[src/rtl/ast_pkt_arbiter.sv]
// Packet-level round-robin merge of N_SRC Avalon-ST sources into one registered output stage.
// Define ARB_CHANNEL_TAG_EN to replace the output channel with the granted source index.
module ast_pkt_arbiter #(
  parameter int N_SRC     = 4,
  parameter int DATA_W    = 64,
  parameter int EMPTY_W   = 3,
  parameter int CHANNEL_W = 10,
  parameter int ERR_CNT_W = 16
) (
  input  logic                      clk_i,
  input  logic                      arst_n_i,
  input  logic [N_SRC*DATA_W-1:0]   src_data_i,
  input  logic [N_SRC*EMPTY_W-1:0]  src_empty_i,
  input  logic [N_SRC*CHANNEL_W-1:0] src_channel_i,
  input  logic [N_SRC-1:0]          src_startofpacket_i,
  input  logic [N_SRC-1:0]          src_endofpacket_i,
  input  logic [N_SRC-1:0]          src_valid_i,
  output logic [N_SRC-1:0]          src_ready_o,
  output logic [DATA_W-1:0]         ast_data_o,
  output logic [EMPTY_W-1:0]        ast_empty_o,
  output logic [CHANNEL_W-1:0]      ast_channel_o,
  output logic                      ast_startofpacket_o,
  output logic                      ast_endofpacket_o,
  output logic                      ast_valid_o,
  input  logic                      ast_ready_i,
  output logic [N_SRC-1:0]          grant_o,
  output logic [ERR_CNT_W-1:0]      err_cnt_o
);
  // state  | meaning
  // IDLE   | no grant; arbitrate sop requests, drop stray beats
  // LOCKED | granted source streams beats until its eop is accepted

  localparam int IDX_W = $clog2(N_SRC);
  localparam int CNT_W = IDX_W + 1;
  localparam int SUM_W = ((ERR_CNT_W > CNT_W) ? ERR_CNT_W : CNT_W) + 1;
  localparam logic [IDX_W:0] N_EXT = (IDX_W+1)'(N_SRC);

  typedef enum logic {S_IDLE, S_LOCKED} state_t;

  state_t               r_state, w_state_nxt;
  logic [N_SRC-1:0]     r_grant, w_grant_nxt, w_ready, w_req, w_drop;
  logic [IDX_W-1:0]     r_gidx, w_gidx_nxt, r_rr_ptr, w_rr_nxt, w_sel;
  logic [IDX_W:0]       w_pos;
  logic                 w_found, w_accept, w_slot_rdy;
  logic [CNT_W-1:0]     w_drop_cnt;
  logic [SUM_W-1:0]     w_err_sum;
  logic [ERR_CNT_W-1:0] r_err_cnt, w_err_nxt;

  logic [DATA_W-1:0]    r_data;
  logic [EMPTY_W-1:0]   r_empty;
  logic [CHANNEL_W-1:0] r_chan, w_chan;
  logic                 r_sop, r_eop, r_valid;

  logic [DATA_W-1:0]    w_src_data [N_SRC];
  logic [EMPTY_W-1:0]   w_src_empty[N_SRC];
  logic [CHANNEL_W-1:0] w_src_chan [N_SRC];

  for (genvar g = 0; g < N_SRC; g++) begin : g_slice
    assign w_src_data[g]  = src_data_i[g*DATA_W +: DATA_W];
    assign w_src_empty[g] = src_empty_i[g*EMPTY_W +: EMPTY_W];
    assign w_src_chan[g]  = src_channel_i[g*CHANNEL_W +: CHANNEL_W];
  end

  assign w_req      = src_valid_i & src_startofpacket_i;
  assign w_drop     = (r_state == S_IDLE) ? (src_valid_i & ~src_startofpacket_i) : '0;
  assign w_slot_rdy = ~r_valid | ast_ready_i;

  // Circular search starting at the round-robin pointer.
  always_comb begin
    w_found = 1'b0;
    w_sel   = '0;
    w_pos   = '0;
    for (int i = 0; i < N_SRC; i++) begin
      w_pos = {1'b0, r_rr_ptr} + (IDX_W+1)'(i);
      if (w_pos >= N_EXT) w_pos = w_pos - N_EXT;
      if (!w_found && w_req[w_pos[IDX_W-1:0]]) begin
        w_found = 1'b1;
        w_sel   = w_pos[IDX_W-1:0];
      end
    end
  end

  always_comb begin
    w_drop_cnt = '0;
    for (int i = 0; i < N_SRC; i++) w_drop_cnt = w_drop_cnt + CNT_W'(w_drop[i]);
    w_err_sum = SUM_W'(r_err_cnt) + SUM_W'(w_drop_cnt);
    w_err_nxt = (|w_err_sum[SUM_W-1:ERR_CNT_W]) ? '1 : w_err_sum[ERR_CNT_W-1:0];
  end

  always_comb begin
    w_state_nxt = r_state;
    w_grant_nxt = r_grant;
    w_gidx_nxt  = r_gidx;
    w_rr_nxt    = r_rr_ptr;
    w_ready     = '0;
    w_accept    = 1'b0;
    case (r_state)
      S_IDLE: begin
        w_ready = w_drop;
        if (w_found) begin
          w_state_nxt = S_LOCKED;
          w_gidx_nxt  = w_sel;
          w_grant_nxt = '0;
          w_grant_nxt[w_sel] = 1'b1;
        end
      end
      S_LOCKED: begin
        w_ready[r_gidx] = w_slot_rdy;
        w_accept        = src_valid_i[r_gidx] & w_slot_rdy;
        if (w_accept && src_endofpacket_i[r_gidx]) begin
          w_state_nxt = S_IDLE;
          w_grant_nxt = '0;
          w_rr_nxt    = (r_gidx == IDX_W'(N_SRC-1)) ? '0 : r_gidx + 1'b1;
        end
      end
      default: w_state_nxt = S_IDLE;
    endcase
  end

  always_ff @(posedge clk_i or negedge arst_n_i) begin
    if (!arst_n_i) begin
      r_state   <= S_IDLE;
      r_grant   <= '0;
      r_gidx    <= '0;
      r_rr_ptr  <= '0;
      r_err_cnt <= '0;
    end else begin
      r_state   <= w_state_nxt;
      r_grant   <= w_grant_nxt;
      r_gidx    <= w_gidx_nxt;
      r_rr_ptr  <= w_rr_nxt;
      r_err_cnt <= w_err_nxt;
    end
  end

`ifdef ARB_CHANNEL_TAG_EN
  assign w_chan = CHANNEL_W'(r_gidx);
`else
  assign w_chan = w_src_chan[r_gidx];
`endif

  always_ff @(posedge clk_i or negedge arst_n_i) begin
    if (!arst_n_i) begin
      r_valid <= 1'b0;
      r_data  <= '0;
      r_empty <= '0;
      r_chan  <= '0;
      r_sop   <= 1'b0;
      r_eop   <= 1'b0;
    end else if (w_accept) begin
      r_valid <= 1'b1;
      r_data  <= w_src_data[r_gidx];
      r_empty <= w_src_empty[r_gidx];
      r_chan  <= w_chan;
      r_sop   <= src_startofpacket_i[r_gidx];
      r_eop   <= src_endofpacket_i[r_gidx];
    end else if (ast_ready_i) begin
      r_valid <= 1'b0;
    end
  end

  assign src_ready_o         = w_ready;
  assign grant_o             = r_grant;
  assign err_cnt_o           = r_err_cnt;
  assign ast_valid_o         = r_valid;
  assign ast_data_o          = r_data;
  assign ast_empty_o         = r_empty;
  assign ast_channel_o       = r_chan;
  assign ast_startofpacket_o = r_sop;
  assign ast_endofpacket_o   = r_eop;
endmodule

[config.mk]
export PLATFORM = sky130hd
export DESIGN_NAME = ast_pkt_arbiter
export DESIGN_NICKNAME = d
export VERILOG_FILES = /design/src/rtl/ast_pkt_arbiter.sv
export SDC_FILE = /design/constraint.sdc
export NUM_CORES = 1
export LEC_CHECK = 0
export ABC_AREA = 0
export BUFFER_PORTS_ARGS = -buffer_cell sky130_fd_sc_hd__buf_2
export CORE_AREA = 2 2 168 170
export DETAILED_ROUTE_END_ITERATION = 16
export DIE_AREA = 0 0 170 172
export GPL_TIMING_DRIVEN = 0
export PLACE_DENSITY = 0.53
export SLEW_MARGIN = 0
export SYNTH_ARGS = -nofsm -noshare
export SYNTH_HDL_FRONTEND = slang
export SYNTH_SLANG_ARGS = --single-unit
[constraint.sdc]
create_clock -name clk_i -period 5.2 [get_ports clk_i]
set_input_delay 0.52 -clock clk_i [delete_from_list [all_inputs] [get_ports clk_i]]
set_output_delay 0.52 -clock clk_i [all_outputs]
set_load 0.01 [all_outputs]
-- Word-level counts from Yosys, hierarchy flattened
Index checks and enable logic that the tools add are counted.
- register bits: 105
- bits of input ports: 323
- word-level logic and storage cells: 113
- $add $sub $neg: 12
- magnitude comparators: 13
- equality and inequality tests: 3
- muxes and demuxes: 52
- bitwise logic cells: 9
- reductions and logical operators: 13
- operators by type and width (cell ; number):
    $bmux 64 s2 ; 1
    $mux 64 ; 2
    $bmux 10 s2 ; 1
    $mux 10 ; 2
    $lt 2x3->1 const B ; 6
    $mux 1 ; 18
    $mux 2 ; 9
    $add 16x3->17 ; 1
    $mux 16 ; 1
    $pmux 4 s2 ; 2
    $bmux 1 s2 ; 7
    $and 4x4->4 ; 3
    $ge 3x3->1 const B ; 4
    $mux 4 ; 3
    $sub 2x1->2 const B ; 4
    $add 2x2->3 const B ; 2
    $bmux 3 s2 ; 1
    $logic_and 1x1->1 ; 6
    $mux 3 ; 2
    $reduce_and 2->1 ; 3
    $demux 1 s2 ; 2
    $ge 2x1->1 const B ; 2
    $not 4->4 ; 1
    $add 2x1->3 ; 1
    15 further kinds ; 18

-- Depth between registers and ports, before layout
- depth in word-level cells: 20
- depth in mapped cells: 12

-- Worst setup path after synthesis
No wires, ideal clock.
- path kind: register to register
- from: register r_state
- to: register r_err_cnt[0], in the netlist err_cnt_o[0]
- arrival: 2.938 ns
- path slack: 2.196 ns
- stages on the path, launching flop included: 13
- path buffers: 2
- period minus slack after synthesis: 3.004 ns
- cell sequence: dfrtp_1 -> clkbuf_1 -> nor3b_1 -> fa_1 -> inv_1 -> fa_1 -> inv_1 -> fa_1 -> nand2_1 -> nor4_2 -> nand3_1 -> buf_2 -> nand2_1
- cells in the longest elaborated chain, start to end: 6
- RTL lines (what ; RTL line ; RTL):
    from (decl) ; 40 ; state_t r_state, w_state_nxt;
    from (signal assigned) ; 128 ; r_state <= w_state_nxt;
    $mux 4 (*) ; 65 ; assign w_drop = (r_state == S_IDLE) ? (src_valid_i & ~src_startofpacket_i) : '0;
    $add 1x1->2 ; 85 ; for (int i = 0; i < N_SRC; i++) w_drop_cnt = w_drop_cnt + CNT_W'(w_drop[i]);
    $add 2x1->3 ; 85 ;
    $add 3x1->3 (*) ; 85 ;
    $add 16x3->17 (*) ; 86 ; w_err_sum = SUM_W'(r_err_cnt) + SUM_W'(w_drop_cnt);
    $mux 16 (*) ; 87 ; w_err_nxt = (|w_err_sum[SUM_W-1:ERR_CNT_W]) ? '1 : w_err_sum[ERR_CNT_W-1:0];
    net w_err_nxt[0] ; 47 ; logic [ERR_CNT_W-1:0] r_err_cnt, w_err_nxt;
    to (signal assigned) ; 132 ; r_err_cnt <= w_err_nxt;
    to (decl) ; 47 ;
The timed path passes the listed nets; every way through them passes the cells marked *.
A chain may end at the register's enable or synchronous reset.

-- Worst setup path in the final report
Ends and elaborated chain as after synthesis.

==> results.toml <==
[clocking]
clock_tree_from_tritoncts = "yes"
cts.sinks = 105
cts_inserted_buffers = 9
post_cts_buffers = 0
clk_path_buf_depth = 2
clk_latency_ps = 360
cts_root_buffer = "sky130_fd_sc_hd__clkbuf_16"
post_cts_hold_buffer_count = 0
post_cts_resized = 0
clock_pin_slew_worst_setup_and_hold_paths_ps = 90
cts.htree.levels = 3

[setup_path]
critical_path_startpoint_category = "register"
reg2reg_from = "r_state"
worst_path_dominant_cell_family = "adder cells"
path_class = "register to register"
timing.critical_path.slowest_cell_delay_ps = 530
crit_path_max_fanout = 10
cp_num_buf_inv = 4
reg2reg_slack_ps = 1710
cp_common_cell = "sky130_fd_sc_hd__fa_1"
cp_slowest_cell = "sky130_fd_sc_hd__fa_1"
end_kind = "register"
worstRegToRegCells = 12
reg2reg_to = "err_cnt_o[0]"
timing.critical_path.required_ps = 5500
timing.critical_path.cells = "clkbuf_1 > nor3b_1 > fa_1 > inv_1 > fa_1 > inv_1 > fa_1 > nand2_1 > nor4_2 > nand3_1 > buf_2 > nand2_1"
arrival_ps = 3790

[synthesis]
yosys.cell_types.count = 45
async_reset_ff_share_pct = 100.0
yosys_warnings = 0
ff_latch_count_synth = 105
seq_area_frac_synth_pct = 41.58
synth.cell_area_mm2 = 0.006320
post_synthesis_instance_total = 415
synth_ff_type = "sky130_fd_sc_hd__dfrtp_1"
syn-mean-instance-area_um2 = 15.23
post_synth_edffs = 0
postSynthNetCount = 746

[place]
placed_cells_incl_taps = 1188
io_buffers = 426
dpl.hpwl_um = 18910
gp_routability_congestion = 0.7540

[grt]
first_pass_grt_wire_length_um = 33220
globalRoute.totalOverflow = 0
grt.total_usage_pct = 15.08
initial_antenna_violation_count = 3
grt_start_max_net_pins = 57
vias_in_the_first_global_route = 5710

[detailed_routing]
drcViolationCount = 0
routed_vias = 5620
dr.first_iter.drc_count = 196
drtPass1Iterations = 4
vias_per_cell = 4.660
ant_nets = 0
finalWirelength_um = 23100
drt-wirelength-per-cell_um = 19.16

[sta]
worst_slew_margin_rel_pct = 51.97
period_needed_ps = 3485
setup-tns-final_ps = 0
final_report_hold_violation_count = 0
timing_worst_slew_pin_value_ps = 720.5
fmax_mhz = 286.9
unrepaired_setup_endpoints_after_global_routing = "no"
timing_max_transition_violations_final = 0
worst_case_clock_skew_ps = 17.35
setup_viol = 0
post-route-period-util_pct = 67.03

[floorplan]
floorplan.initialDensity_pct = 23.00
core_area_mm2 = 0.02748
fp.dieH_um = 172
rows = 61
fp.dieW_um = 170
design.die.area_mm2 = 0.02924
ioPinCount = 427

[cells_and_area]
area.growth.synth_to_final_pct = 46.51
drive_gt1_share_pct = 72.96
final_core_utilization_pct = 33.70
filler_cell_count = 2831
final_net_count = 1184
final_cell_count_no_fill = 1206

[power]
max-vdd-ir-drop_mv = 0.1661
cellLeakagePower_nw = 4.419
power-per-cell-area_mw_per_mm2 = 531.8

[run_status]
status = "complete, no violations"

[job]
maxCapViolCount = 0

[hold_path]
min-delay-path-class = "input pin to async pin"
flip-flops by register name (all words and copies together), names as in the netlist:
signal,flops
r_gidx,2
ast_endofpacket_o,1
r_state,1
err_cnt_o,16
ast_empty_o,3
ast_startofpacket_o,1
grant_o,4
ast_valid_o,1
r_rr_ptr,2
ast_channel_o,10
ast_data_o,64
metal layers:
metal  routed length, um  vias to the layer above  GRT usage [%]
met2               11940                      260          26.69
met4                 188                        0          3.419
li1                    -                     2514              -
met1                9192                     2830          18.43
met5                   0                        -              0
met3                1786                       16          3.960
worst max-delay path by stage:
| stage | startpoint | end | slack (ps) | depth (start not counted) |
|---|---|---|---|---|
| finish | r_state | err_cnt_o[0] | 1710 | 12 |
| global placement | r_state | err_cnt_o[9] | 1710 | 12 |
| floorplan | r_state | err_cnt_o[0] | 2200 | 12 |
| CTS | r_state | err_cnt_o[9] | 1670 | 12 |
| global route | r_state | err_cnt_o[9] | 1390 | 12 |
| detailed placement | r_state | err_cnt_o[0] | 1670 | 12 |
cell type report:
cell class | count | area [um2] | area share, %
antenna | 2 | 5.005 | 0.05405
sequential | 105 | 2628 | 28.38
inverter | 5 | 18.77 | 0.2027
clock buffer | 9 | 225.2 | 2.432
clock inverter | 7 | 110.1 | 1.189
timing repair buffer | 427 | 2166 | 23.39
buffer | 28 | 186.4 | 2.014
tap | 346 | 432.9 | 4.676
multi-input combinational | 277 | 3487 | 37.66
synth_stat cells, types with 2 or more instances:
cell | n | area, um2
sky130_fd_sc_hd__dfrtp_1 | 105 | 2628
sky130_fd_sc_hd__mux2_2 | 80 | 900.9
sky130_fd_sc_hd__mux4_2 | 80 | 1802
sky130_fd_sc_hd__nand2_1 | 31 | 116.4
sky130_fd_sc_hd__nand3_1 | 12 | 60.06
sky130_fd_sc_hd__buf_2 | 11 | 55.05
sky130_fd_sc_hd__buf_6 | 9 | 101.4
sky130_fd_sc_hd__clkbuf_1 | 7 | 26.28
sky130_fd_sc_hd__o21ai_0 | 6 | 30.03
sky130_fd_sc_hd__ha_1 | 5 | 62.56
sky130_fd_sc_hd__inv_1 | 5 | 18.77
sky130_fd_sc_hd__xor2_1 | 5 | 43.79
sky130_fd_sc_hd__and3_1 | 4 | 25.02
sky130_fd_sc_hd__nor3b_1 | 4 | 30.03
sky130_fd_sc_hd__o31ai_1 | 4 | 30.03
sky130_fd_sc_hd__xnor2_1 | 4 | 35.03
sky130_fd_sc_hd__fa_1 | 3 | 60.06
sky130_fd_sc_hd__nor2_1 | 3 | 11.26
sky130_fd_sc_hd__a21o_1 | 2 | 15.01
sky130_fd_sc_hd__and2_1 | 2 | 12.51
sky130_fd_sc_hd__nand2b_1 | 2 | 12.51
sky130_fd_sc_hd__nand4_1 | 2 | 12.51
sky130_fd_sc_hd__nor2b_1 | 2 | 12.51
sky130_fd_sc_hd__nor4_1 | 2 | 12.51
sky130_fd_sc_hd__o2111ai_1 | 2 | 17.52
sky130_fd_sc_hd__o21a_1 | 2 | 15.01
sky130_fd_sc_hd__o2bb2ai_1 | 2 | 17.52
sky130_fd_sc_hd__or3_1 | 2 | 12.51
cells by family after synthesis:
kind of cell	share of synthesized area, %
simple gates	6.137
buf+inv	3.247
fa+ha+maj	1.940
flops	41.58
compound gates	3.089
mux	42.76
xor+xnor	1.247
where the power goes:
| part | switching (mW) | internal, mW | leakage [nW] | total, mW |
|---|---|---|---|---|
| combinational | 1.25 | 1.47 | 3.00 | 2.72 |
| clock | 0.358 | 0.436 | 0.162 | 0.794 |
| sequential | 0.208 | 1.21 | 1.26 | 1.41 |
| total | 1.81 | 3.11 | 4.42 | 4.92 |
per-stage QoR:
step	setup WS, ps	power [mW]	hold slack, ps	instance area (um2)
after detailed placement	1669	4.207	479.5	8919
final	1715	4.924	91.08	9259
after floorplan	2196	3.245	224.4	6320
after CTS	1671	5.037	104.3	9254
after global routing	1385	5.299	114.2	9259
after global placement	1713	4.168	469.7	8885
placed cells by master, fill, tap and decap left out, drive strengths merged, types with 3 or more instances in the layout:
cell / synthesis / routed
nand2: 31 / 31
xor2: 5 / 5
nor3b: 4 / 4
nor4: 3 / 3
mux4: 80 / 80
o31ai: 4 / 4
nand3: 13 / 13
xnor2: 4 / 4
dfrtp: 105 / 105
clkbuf: 7 / 16
buf: 21 / 448
ha: 5 / 5
o21ai: 6 / 6
nor2: 3 / 3
mux2: 80 / 80
and3: 4 / 4
inv: 5 / 9
fa: 3 / 3
No activity file was read; power rests on OpenSTA's default activity.
